`src/rtl/acc_seq_pkg.sv`:
```
// Shared types and constants for the vector-MAC job sequencer.
// Register offsets are APB word indices (byte offset >> 2).
package acc_seq_pkg;

   localparam int DEF_NUM_ELEM = 1024;
   localparam int DEF_CHUNK    = 16;

   localparam int REG_CTRL    = 0;
   localparam int REG_LEN     = 1;
   localparam int REG_STATUS  = 2;
   localparam int REG_TIMEOUT = 3;

   localparam int CTRL_START  = 0;
   localparam int CTRL_IRQ_EN = 1;
   localparam int CTRL_ABORT  = 2;

   localparam int STAT_BUSY    = 0;
   localparam int STAT_DONE    = 1;
   localparam int STAT_TOUT    = 2;
   localparam int STAT_SPUR    = 3;
   localparam int STAT_CNT_LSB = 16;

   typedef enum logic [1:0] {
      S_IDLE,
      S_ISSUE,
      S_WAIT
   } seq_state_t;

endpackage

```
`src/rtl/acc_seq_regif.sv`:
```
// APB register file for the sequencer: decode, sticky status bits,
// start/abort pulses, registered level interrupt and read mux.
module acc_seq_regif
   import acc_seq_pkg::*;
#(
   parameter int APB_ADDR_WIDTH = 12,
   parameter int NUM_ELEM       = DEF_NUM_ELEM,
   parameter int CHUNK_IDX_W    = 6,
   parameter int TO_W           = 16,
   parameter int LEN_W          = $clog2(NUM_ELEM + 1)
) (
   input  logic                      HCLK,
   input  logic                      HRESETn,
   input  logic [APB_ADDR_WIDTH-1:0] PADDR,
   input  logic [31:0]               PWDATA,
   input  logic                      PWRITE,
   input  logic                      PSEL,
   input  logic                      PENABLE,
   output logic [31:0]               PRDATA,
   output logic                      PSLVERR,
   input  logic                      busy,
   input  logic                      done_set,
   input  logic                      tout_set,
   input  logic                      spur_set,
   input  logic [CHUNK_IDX_W-1:0]    cmpl_cnt,
   output logic                      start,
   output logic                      abort,
   output logic [LEN_W-1:0]          len,
   output logic [TO_W-1:0]           to_val,
   output logic                      irq_o
);

   localparam int WIDX_W = APB_ADDR_WIDTH - 2;

   logic [WIDX_W-1:0] widx;
   logic              wr_en, sel_ctrl, sel_len, sel_stat, sel_to;
   logic [31:0]       w1c;
   logic              irq_en_q, done_q, tout_q, spur_q, irq_q;
   logic              unused_addr;

   assign widx        = PADDR[APB_ADDR_WIDTH-1:2];
   assign unused_addr = ^PADDR[1:0];
   assign wr_en       = PSEL & PENABLE & PWRITE;
   assign sel_ctrl    = (widx == WIDX_W'(REG_CTRL));
   assign sel_len     = (widx == WIDX_W'(REG_LEN));
   assign sel_stat    = (widx == WIDX_W'(REG_STATUS));
   assign sel_to      = (widx == WIDX_W'(REG_TIMEOUT));
   assign w1c         = (wr_en & sel_stat) ? PWDATA : 32'h0;

   assign start   = wr_en & sel_ctrl & PWDATA[CTRL_START];
   assign abort   = wr_en & sel_ctrl & PWDATA[CTRL_ABORT];
   assign PSLVERR = wr_en & busy & (sel_len | sel_to);
   assign irq_o   = irq_q;

   always_ff @(posedge HCLK or negedge HRESETn) begin
      if (!HRESETn) begin
         irq_en_q <= 1'b0;
         len      <= '0;
         to_val   <= '0;
         done_q   <= 1'b0;
         tout_q   <= 1'b0;
         spur_q   <= 1'b0;
         irq_q    <= 1'b0;
      end else begin
         if (wr_en & sel_ctrl) irq_en_q <= PWDATA[CTRL_IRQ_EN];
         if (wr_en & sel_len & ~busy)
            len <= (PWDATA > 32'(NUM_ELEM)) ? LEN_W'(NUM_ELEM) : PWDATA[LEN_W-1:0];
         if (wr_en & sel_to & ~busy) to_val <= PWDATA[TO_W-1:0];
         // hardware set takes priority over a same-cycle W1C
         done_q <= done_set | (done_q & ~w1c[STAT_DONE]);
         tout_q <= tout_set | (tout_q & ~w1c[STAT_TOUT]);
         spur_q <= spur_set | (spur_q & ~w1c[STAT_SPUR]);
         irq_q  <= irq_en_q & (done_q | tout_q);
      end
   end

   always_comb begin
      PRDATA = 32'hFFFF_FFFF;
      if (sel_ctrl) begin
         PRDATA              = 32'h0;
         PRDATA[CTRL_IRQ_EN] = irq_en_q;
      end else if (sel_len) begin
         PRDATA = 32'(len);
      end else if (sel_stat) begin
         PRDATA                                = 32'h0;
         PRDATA[STAT_BUSY]                     = busy;
         PRDATA[STAT_DONE]                     = done_q;
         PRDATA[STAT_TOUT]                     = tout_q;
         PRDATA[STAT_SPUR]                     = spur_q;
         PRDATA[STAT_CNT_LSB +: CHUNK_IDX_W]   = cmpl_cnt;
      end else if (sel_to) begin
         PRDATA = 32'(to_val);
      end
   end

endmodule

```
`src/rtl/acc_seq_ctrl.sv`:
```
// Chunked job sequencer for the vector MAC core: issues one command per
// CHUNK elements over valid/ready and waits for each response pulse.
module acc_seq_ctrl
   import acc_seq_pkg::*;
#(
   parameter int APB_ADDR_WIDTH = 12,
   parameter int NUM_ELEM       = DEF_NUM_ELEM,
   parameter int CHUNK          = DEF_CHUNK,
   parameter int CHUNK_IDX_W    = 6,
   parameter int TO_W           = 16
) (
   input  logic                      HCLK,
   input  logic                      HRESETn,
   input  logic [APB_ADDR_WIDTH-1:0] PADDR,
   input  logic [31:0]               PWDATA,
   input  logic                      PWRITE,
   input  logic                      PSEL,
   input  logic                      PENABLE,
   output logic [31:0]               PRDATA,
   output logic                      PREADY,
   output logic                      PSLVERR,
   output logic                      cmd_valid,
   input  logic                      cmd_ready,
   output logic [CHUNK_IDX_W-1:0]    cmd_chunk,
   output logic                      cmd_last,
   input  logic                      rsp_valid,
   output logic                      irq_o
);

   localparam int LEN_W = $clog2(NUM_ELEM + 1);
   localparam int CSH   = $clog2(CHUNK);

   seq_state_t             state, state_n;
   logic [CHUNK_IDX_W-1:0] chunk_q, chunk_n, cmpl_q, cmpl_n, last_idx;
   logic [TO_W-1:0]        to_cnt, to_cnt_n, to_val;
   logic [TO_W:0]          to_inc;
   logic [LEN_W-1:0]       len;
   logic [LEN_W:0]         len_rnd, nchunk;
   logic                   start, abort, busy, expire;
   logic                   done_set, tout_set, spur_set;

   assign PREADY = 1'b1;

   acc_seq_regif #(
      .APB_ADDR_WIDTH (APB_ADDR_WIDTH),
      .NUM_ELEM       (NUM_ELEM),
      .CHUNK_IDX_W    (CHUNK_IDX_W),
      .TO_W           (TO_W),
      .LEN_W          (LEN_W)
   ) u_regif (
      .HCLK     (HCLK),
      .HRESETn  (HRESETn),
      .PADDR    (PADDR),
      .PWDATA   (PWDATA),
      .PWRITE   (PWRITE),
      .PSEL     (PSEL),
      .PENABLE  (PENABLE),
      .PRDATA   (PRDATA),
      .PSLVERR  (PSLVERR),
      .busy     (busy),
      .done_set (done_set),
      .tout_set (tout_set),
      .spur_set (spur_set),
      .cmpl_cnt (cmpl_q),
      .start    (start),
      .abort    (abort),
      .len      (len),
      .to_val   (to_val),
      .irq_o    (irq_o)
   );

   // CHUNK is a power of two, so ceil(LEN/CHUNK) is a round-up then shift
   assign len_rnd  = {1'b0, len} + (LEN_W+1)'(CHUNK - 1);
   assign nchunk   = len_rnd >> CSH;
   assign last_idx = CHUNK_IDX_W'(nchunk - (LEN_W+1)'(1));

   assign busy      = (state != S_IDLE);
   assign cmd_chunk = chunk_q;
   assign cmd_last  = busy & (chunk_q == last_idx);
   // abort withdraws valid in its own cycle so no handshake can slip through
   assign cmd_valid = (state == S_ISSUE) & ~abort;
   assign spur_set  = rsp_valid & (state != S_WAIT);
   assign to_inc    = {1'b0, to_cnt} + (TO_W+1)'(1);
   assign expire    = (to_val != '0) & (to_inc == {1'b0, to_val});

   always_ff @(posedge HCLK or negedge HRESETn) begin
      if (!HRESETn) begin
         state   <= S_IDLE;
         chunk_q <= '0;
         cmpl_q  <= '0;
         to_cnt  <= '0;
      end else begin
         state   <= state_n;
         chunk_q <= chunk_n;
         cmpl_q  <= cmpl_n;
         to_cnt  <= to_cnt_n;
      end
   end

   always_comb begin
      state_n  = state;
      chunk_n  = chunk_q;
      cmpl_n   = cmpl_q;
      to_cnt_n = to_cnt;
      done_set = 1'b0;
      tout_set = 1'b0;
      if (abort) begin
         state_n = S_IDLE;
      end else begin
         case (state)
            S_IDLE: begin
               if (start) begin
                  chunk_n = '0;
                  cmpl_n  = '0;
                  if (len == '0) done_set = 1'b1;
                  else           state_n  = S_ISSUE;
               end
            end
            S_ISSUE: begin
               if (cmd_ready) begin
                  state_n  = S_WAIT;
                  to_cnt_n = '0;
               end
            end
            S_WAIT: begin
               to_cnt_n = to_inc[TO_W-1:0];
               if (rsp_valid) begin
                  cmpl_n = cmpl_q + 1'b1;
                  if (chunk_q == last_idx) begin
                     state_n  = S_IDLE;
                     done_set = 1'b1;
                  end else begin
                     state_n = S_ISSUE;
                     chunk_n = chunk_q + 1'b1;
                  end
               end else if (expire) begin
                  state_n  = S_IDLE;
                  tout_set = 1'b1;
               end
            end
            default: state_n = S_IDLE;
         endcase
      end
   end

endmodule

```
`config.mk`:
```
export PLATFORM = sky130hd
export DESIGN_NAME = acc_seq_ctrl
export DESIGN_NICKNAME = d
export VERILOG_FILES = /design/src/rtl/acc_seq_pkg.sv /design/src/rtl/acc_seq_regif.sv /design/src/rtl/acc_seq_ctrl.sv
export SDC_FILE = /design/constraint.sdc
export NUM_CORES = 1
export LEC_CHECK = 0
export CAP_MARGIN = 5
export CORE_MARGIN = 1
export CORE_UTILIZATION = 56
export CTS_CLUSTER_DIAMETER = 60
export DETAILED_ROUTE_END_ITERATION = 10
export PLACE_DENSITY = 0.94
export SYNTH_ARGS = -nofsm -noshare
export SYNTH_HDL_FRONTEND = slang
export SYNTH_HIERARCHICAL = 1
export SYNTH_SLANG_ARGS = --single-unit
```
`constraint.sdc`:
```
create_clock -name HCLK -period 7.4 [get_ports HCLK]
set_input_delay 1.48 -clock HCLK [delete_from_list [all_inputs] [get_ports HCLK]]
set_output_delay 1.48 -clock HCLK [all_outputs]
set_load 0.1 [all_outputs]
```
# Yosys cells after proc, flatten, opt, wreduce, memory -nomap -nowiden
# Index checks and enable logic that the tools add are counted.
[word_totals]
input_bits = 51
word_cells = 106
output_inout_bits = 43
regBits = 62
[classes]
n_lt_le_gt_ge = 1
eq_ne = 16
add_sub_neg = 5
n_mux = 32
bitwise_logic = 30
n_reduce_logical = 11
[ops]
columns = ["operator", "count"]
rows = [
  ["two-way mux 32 bit", 4],
  ["greater-than comparator 32 x 11 -> 1 bit (second input constant)", 1],
  ["one-hot mux 16 bit (2 select lines)", 1],
  ["two-way mux 6 bit", 4],
  ["one-hot mux 6 bit (2 select lines)", 2],
  ["AND 1 bit", 20],
  ["equality test 10 x 2 -> 1 bit (second input constant)", 2],
  ["adder 16 x 1 -> 17 bit (second input constant)", 1],
  ["equality test 17 x 16 -> 1 bit", 1],
  ["two-way mux 16 bit", 1],
  ["nonzero test 16 bit", 1],
  ["adder 6 x 1 -> 6 bit (second input constant)", 2],
  ["two-way mux 2 bit", 6],
  ["zero test 11 bit", 1],
  ["two-way mux 11 bit", 1],
  ["adder 10 x 4 -> 10 bit (second input constant)", 1],
  ["equality test 10 x 1 -> 1 bit (second input constant)", 1],
  ["zero test 10 bit", 1],
  ["two-way mux 1 bit", 10],
  ["inequality test 2 bit (second input constant)", 5],
  ["inequality test 3 bit (second input constant)", 3],
  ["AND reduction 4 bit", 2],
  ["equality test 6 bit", 1],
  ["one-hot mux 2 bit (3 select lines)", 1],
  ["12 further kinds", 22],
]

# Logic depth before layout (Yosys ltp)
# Gate-level depths: netlist of the first run.
[logic_depth]
depth_word = 8
ltp_mapped = 11
ltp_nobuf = 11

# By module
# The synthesis of the first run kept the hierarchy.
[modules_own_cells]
columns = ["module", "cells_per_inst", "area_each_um2", "n_inst", "seq_area_each_um2"]
rows = [
  ["acc_seq_ctrl", 315, 2539.9, 1, 750.7],
  ["acc_seq_regif", 167, 1850.5, 1, 800.8],
]

# Worst setup path before layout of the first run
# No wires, ideal clock.
[synth_timing]
kind = "input to output"
from = "input port PADDR[3]"
to = "output port cmd_valid"
arrival_ps = 4373
slack_ps = 1547
path_buffers = 1
required_time_ps = 5920
stages = 4
path_cell_list = "buf_1 -> nor2_1 -> and3_1 -> nor3b_1"
[synth_between]
elab_chain_cells = 5
[synth_rtl]
columns = ["element", "line", "text"]
rows = [
  ["start, declared", "acc_seq_ctrl.sv:14", "input logic [APB_ADDR_WIDTH-1:0] PADDR,"],
  ["zero test 10 bit", "acc_seq_regif.sv:44", "assign sel_ctrl = (widx == WIDX_W'(REG_CTRL));"],
  ["AND 1 bit (2 in series)", "acc_seq_regif.sv:51", "assign abort = wr_en & sel_ctrl & PWDATA[CTRL_ABORT];"],
  ["via abort", "acc_seq_ctrl.sv:39", "logic start, abort, busy, expire;"],
  ["NOT 1 bit (no line)", "n/a", ""],
  ["AND 1 bit", "acc_seq_ctrl.sv:81", "assign cmd_valid = (state == S_ISSUE) & ~abort;"],
  ["end, declared", "acc_seq_ctrl.sv:22", "output logic cmd_valid,"],
]
# The timed path passes the listed nets, and every way through them passes these cells.

# Final worst setup path of the first run
[layout_timing]
from = "input port PADDR[3]"
to = "output port PRDATA[3]"
[layout_between]
elab_chain_cells = 5
word_cells_on_any_way = 8
classes_between = "eq/ne (3); mux (4); reduce/logical (1)"
[layout_rtl]
columns = ["element", "line", "text"]
rows = [
  ["equality test 10 x 2 -> 1 bit", "acc_seq_regif.sv:47", "assign sel_to = (widx == WIDX_W'(REG_TIMEOUT));"],
  ["two-way mux 32 bit", "acc_seq_regif.sv:91", "end else if (sel_to) begin"],
  ["two-way mux 32 bit", "acc_seq_regif.sv:84", "end else if (sel_stat) begin"],
  ["two-way mux 32 bit", "acc_seq_regif.sv:82", "end else if (sel_len) begin"],
  ["two-way mux 32 bit (*)", "acc_seq_regif.sv:79", "if (sel_ctrl) begin"],
  ["end, declared", "acc_seq_ctrl.sv:19", "output logic [31:0] PRDATA,"],
]
# Every way passes the cells marked *; elsewhere a longest branch is shown, timed or not.

==> results of run 1 <==
[synthesized netlist by cell type, types with 4 or more instances]
library cell / number
nor2_1: 30
clkbuf_1: 17
buf_4: 10
inv_1: 9
o31ai_1: 5
mux2_4: 10
nor3b_1: 4
buf_2: 4
a31oi_1: 6
nor4_1: 8
ha_1: 4
nand2_1: 53
nand2b_1: 6
dfrtp_1: 62
nor3_1: 11
a21oi_1: 11
o21ai_0: 32
and2_1: 6
o21ai_1: 9
xnor2_1: 12
a21o_1: 22
o21a_1: 4
mux2_2: 18
or4_1: 7
and3_1: 10
mux2i_1: 7
nand3_1: 19
nand4_1: 8
xor2_1: 15
nor2b_1: 6
[layout make-up]
cell class / count / area, µm²
Inverter: 9 / 33.8
Sequential cell: 62 / 1550
Multi-Input combinational cell: 378 / 2630
Clock buffer: 10 / 128
Clock inverter: 6 / 93.8
Fill cell: 522 / 1940
Timing Repair Buffer: 91 / 903
Tap cell: 99 / 124
[registers in the layout (all words and copies together), names as in the netlist]
signal            count
to_cnt               16
u_regif/to_val       16
u_regif/len          11
cmd_chunk             6
cmpl_q                6
state                 2
u_regif/done_q        1
u_regif/irq_en_q      1
u_regif/irq_o         1
u_regif/spur_q        1
u_regif/tout_q        1
[logic make-up (layout without fill, tap and decap cells)]
family / Yosys count / count (layout) / share of synthesized area, %
buf+inv: 42 / 116 / 4.73
flops: 62 / 62 / 35.3
fa+ha+maj: 4 / 4 / 1.14
simple gates: 194 / 194 / 24.7
xor+xnor: 29 / 29 / 6.41
mux: 37 / 37 / 10.4
other cells: 1 / 1 / 0.0854
compound gates: 113 / 113 / 17.2
[metal layers]
metal  up-vias  global-route usage (%)  wire, µm
met5         -                       0         0
met4         0                    17.6       482
met3        44                    5.13       975
met2       258                    50.4      5820
met1      2035                    38.5      4760
li1       1912                       -         -
[power groups by stage]
stage / Sequential (µW) / Clock, µW / Combinational (µW)
6_report: 340 / 340 / 56.4
3_5_place_dp: 347 / 0 / 56.3
5_1_grt: 340 / 358 / 60.7
2_1_floorplan: 347 / 0 / 17.2
3_3_place_gp: 347 / 0 / 54.8
4_1_cts: 340 / 340 / 56.6
[final timing paths]
path | startpoint | end | depth (start not counted)
setup / recovery | PADDR[3] | PRDATA[3] | 4
setup reg to reg | u_regif/len[2] | cmd_chunk[0] | 8
max in group asynchronous | HRESETn | u_regif/to_val[3] | 2
hold reg to reg | u_regif/spur_q | u_regif/spur_q | 1
hold / removal | u_regif/spur_q | u_regif/spur_q | 1
min in group asynchronous | HRESETn | to_cnt[15] | 2
[through the flow]
stage / setup slack [ns] / cell area, µm²
global route: 1.16 / 5470
finish: 1.27 / 5470
global placement: 1.42 / 5240
floorplan: 1.55 / 4390
detailed placement: 1.35 / 5240
CTS: 1.32 / 5470
[critical path, cell delays in order]
cell	delay, ns
clkdlybuf4s50_1	0.89
nor2b_1	0.78
a221o_1	0.33
clkdlybuf4s50_1	1.15
==> out/summary.txt, run 1 <==
Global-route wire length before repair -> 19.9 mm
Vias per inst -> 6.49
Max Buffers Root-to-Sink -> 2
Vias post-DR -> 4249
DIE WIDTH -> 90.5 µm
Leakage -> 0.00243 µW
DR iter-0 viols -> 366
Area growth, synth to finish -> 24.5%
Seq/Total Area, Yosys -> 35.3%
Post-CTS Setup Inserts -> 0
Final setup fails -> 0
Pins Over Slew Limit -> 0
Crit path max fanout -> 15
Cells after Synth -> 482
Internal power -> 559 µW
Mapped Area -> 4390 µm²
Max-capacitance violation count -> 0
Prevailing post-synth register cell -> dfrtp_1
DRT Wirelength -> 12.0 mm
Unique masters post-synth -> 72
RePlAce Congestion -> 0.894
WP data required -> 5.92 ns
Diode count -> 0
Die area -> 8200 µm²
Clock sinks -> 62
Post-synth EDFFs -> 0
Total GRT Usage -> 30.8%
Warnings from Yosys -> 6
Detail Route Antenna Nets -> 0
# resized after CTS -> 0
Pin count of the biggest net entering global routing -> 63
Non-filler instance count after layout -> 655
Root buf cell -> clkbuf_8
Final Cycle Share -> 82.8%
Crit path arrival time -> 4.65 ns
Layout cells sized above 1 -> 11.3%
Fmax -> 163 MHz
Sw frac -> 24.0%
H-Tree Depth -> 3
Syn_nets -> 537
Largest area contributor in the netlist -> dfrtp_1
Net switching power -> 177 µW
Pwr dens -> 135 nW/µm²
Flops & latches, synth -> 62
Core Rows -> 31
Normalized max-slew margin -> 25.7%
RSZ-0062 raised after global routing -> false
Cts bufs inserted -> 9
WL/cell -> 18.4 µm
Setup Skew -> 0.0129 ns
Post-synth ARST share -> 100%
Placed insts -> 639
Final HPWL DP -> 8.58 mm
Setup crit start kind -> primary input
Synthesized area per cell -> 9.11 µm²
Comb power frac -> 7.7%
Vias in the first global route -> 4126
Port Buf Inserts -> 90
TritonCTS clock tree -> done
Initial antenna violation count -> 0
Max VDD drop -> 0.0784 mV
Clk slew on worst S/H paths -> 0.08 ns
Post-synth top area share -> 35.3%
Die H -> 90.5 µm
Flop2flop setup slack -> 4.01 ns
Worst hold slack -> 0.494 ns
Nets -> 606
Final Hold Viols -> 0
Core area -> 7410 µm²
Hold Crit Class -> reg2reg
CTS Hold Buffers Added -> 0
I/O pin cnt -> 94
Global route overflow -> 0
Final core utilization -> 73.8%
DRC -> 0
Commonest cells after routing, fill and taps aside -> clkdlybuf4s50_1 (89), dfrtp_1 (62), nand2_1 (53)
Worst-margin pin slew -> 1.11 ns
Clk pwr share -> 46.2%
Initial Util -> 59.3%
Register share of total power -> 46.2%
Status -> completed
Drt pass-1 iters -> 6
Clk_lat worst skew -> 0.35 ns
Tmin final -> 6.13 ns
Power consumption -> 736 µW
Top area cells in the synthesized netlist -> dfrtp_1 (35%), mux2_2 (4.6%), nand2_1 (4.5%)
Critical path class -> in2out
Crit end category -> primary output
Total Neg Setup Slack -> 0 ns
Most common cell after layout, fill and taps aside -> clkdlybuf4s50_1
(Power assumes the default switching activity.)
==> run 2: changes to the inputs <==
- CORE_UTILIZATION: 56 -> 47
- PLACE_DENSITY: 0.94 -> 0.85
- clock period: 7.4 -> 5.44 ns (I/O delays scaled with it)
==> out/summary.txt, run 2 (synthesis results as in run 1) <==
WP data required -> 4.35 ns (-1.57 ns)
Hold Path Origin -> u_regif/spur_q
Core area -> 8890 µm² (+20%)
Core Rows -> 34 (+9.7%)
Hold Path Sink -> u_regif/spur_q
Clock sinks -> 62 (unchanged)
H-Tree Depth -> 3 (unchanged)
Pwr dens -> 172 nW/µm² (+28%)
Crit Reg-Reg Startpoint -> u_regif/len[2]
Dpl ws -> 0.888 ns (-0.459 ns)
Register-to-Register Path Depth -> 8 (unchanged)
CP dominant cell by count -> nand3_1
Max-capacitance violation count -> 0 (unchanged)
Fmax -> 219 MHz
Nets -> 607 (+0.17%)
Layout cells sized above 1 -> 18.0% (+6.6 points)
Largest regs -> to_cnt (16), u_regif/to_val (16), u_regif/len (11)
Slowest CP cell -> o41ai_2
R2r endpoint -> cmd_chunk[0]
DRT Wirelength -> 11.7 mm (-2.5%)
Total Neg Setup Slack -> 0 ns (unchanged)
Hold Crit Class -> reg2reg
Commonest cells after routing, fill and taps aside -> dfrtp_1 (62), clkdlybuf4s50_1 (54), nand2_1 (53)
DIE WIDTH -> 98.7 µm (+9.0%)
I/O pin cnt -> 94 (unchanged)
RSZ-0062 raised after global routing -> false
Initial Util -> 49.4% (-9.9 points)
WL/cell -> 17.7 µm (-3.9%)
TritonCTS clock tree -> done
Crit path max fanout -> 9 (-6)
Die area -> 9730 µm² (+19%)
Flop2flop setup slack -> 2.22 ns (-1.79 ns)
Worst Path Buf+Inv -> 1 (-1)
Max Buffers Root-to-Sink -> 2 (unchanged)
Leakage -> 0.00240 µW (-0.89%)
Clk slew on worst S/H paths -> 0.08 ns (about the same)
# resized after CTS -> 0 (unchanged)
Detail Route Antenna Nets -> 0 (unchanged)
Worst-margin pin slew -> 1.23 ns (+0.115 ns)
Status -> completed
Post-CTS Setup Inserts -> 0 (unchanged)
Port Buf Inserts -> 90 (unchanged)
Final setup fails -> 0 (unchanged)
Max VDD drop -> 0.138 mV (+76%)
Min-Delay Path Depth -> 1 (unchanged)
Critical path class -> reg2out
Vias per inst -> 6.10 (-6.0%)
Clk_lat worst skew -> 0.36 ns (about the same)
Drt pass-1 iters -> 5 (-1)
Vias in the first global route -> 3938 (-4.6%)
Diode count -> 0 (unchanged)
Global route overflow -> 0 (unchanged)
Crit. Startpoint -> u_regif/len[2]
Crit path arrival time -> 3.48 ns (-1.17 ns)
Final WS setup -> 0.874 ns (-0.400 ns)
Initial antenna violation count -> 0 (unchanged)
CTS Hold Buffers Added -> 0 (unchanged)
Tmin final -> 4.57 ns
Cts bufs inserted -> 9 (unchanged)
RePlAce Congestion -> 0.858 (-4.0%)
DR iter-0 viols -> 376 (+2.7%)
Final Hold Viols -> 0 (unchanged)
Total GRT Usage -> 25.1% (-5.7 points)
Vias post-DR -> 4057 (-4.5%)
Normalized max-slew margin -> 17.3% (-8.3 points)
CP delay by family, top -> compound AO/OA/AOI/OAI gates
Global-route wire length before repair -> 19.2 mm (-3.6%)
Final Cycle Share -> 83.9%
Pin count of the biggest net entering global routing -> 63 (unchanged)
Most common cell after layout, fill and taps aside -> dfrtp_1
Crit end category -> primary output
Root buf cell -> clkbuf_8
Pins Over Slew Limit -> 0 (unchanged)
Area growth, synth to finish -> 22.0%
Critical path's largest stage delay -> 0.65 ns (-0.50 ns)
Setup crit start kind -> register
Setup Skew -> 0.00923 ns (-0.00366 ns)
Die H -> 98.7 µm (+9.0%)
Final HPWL DP -> 8.62 mm (+0.43%)
Critical path, cell by cell -> o41ai_2 > xnor2_1 > ha_1 > xor2_1 > nand2_1 > a311o_1 > nand3_1 > nand3_1 > nor2_1 > buf_4
DRC -> 0 (unchanged)
## run 2: per-layer routing
layer  GRT usage [%]  wire length [µm]  vias up
met1            32.4              5100     1986
met4            7.35               170        0
li1                -                 -     1900
met3            5.96               666       21
met2            42.0              5810      150
met5               0                 0        -
## run 2: how the worst max path moves through the flow
stage	cells after the start	end
floorplan	4	cmd_valid
global placement	5	PRDATA[2]
detailed placement	5	PRDATA[2]
CTS	5	PRDATA[2]
global route	10	cmd_last
finish	10	cmd_last
## run 2: where the power goes
part           internal, µW  switching [µW]  leakage (µW)
clock network           170             213     0.0000829
registers               461            1.19      0.000851
logic                  38.5            38.5       0.00147
## run 2: cell type report
type / instances / area [µm²]
Sequential cell: 62 / 1550
Multi-Input combinational cell: 378 / 2630
Fill cell: 761 / 3530
Timing Repair Buffer: 92 / 823
Clock buffer: 9 / 124
Clock inverter: 7 / 57.6
Inverter: 9 / 33.8
Tap cell: 108 / 135
## run 2: worst register-to-register path: stages (launching register included)
cell and delay (ns):
dfrtp_1 0.43, o41ai_2 0.65, nand2_1 0.12, ha_1 0.29, or4_1 0.54, a21oi_1 0.19, and4b_1 0.29, a21boi_1 0.26
mux2_1 0.34
## run 2: per-stage QoR
stage                     hold slack (ns)  power [µW]  instances  util (%)  area (µm²)
after detailed placement            0.474         549        649      58.2        5170
final                               0.499         923        665      60.2        5360
after global routing                0.498         954        665      60.2        5360
after floorplan                     0.450         495        482         -        4390
after global placement              0.462         547        649      58.2        5170
after CTS                           0.491         928        665      60.2        5360
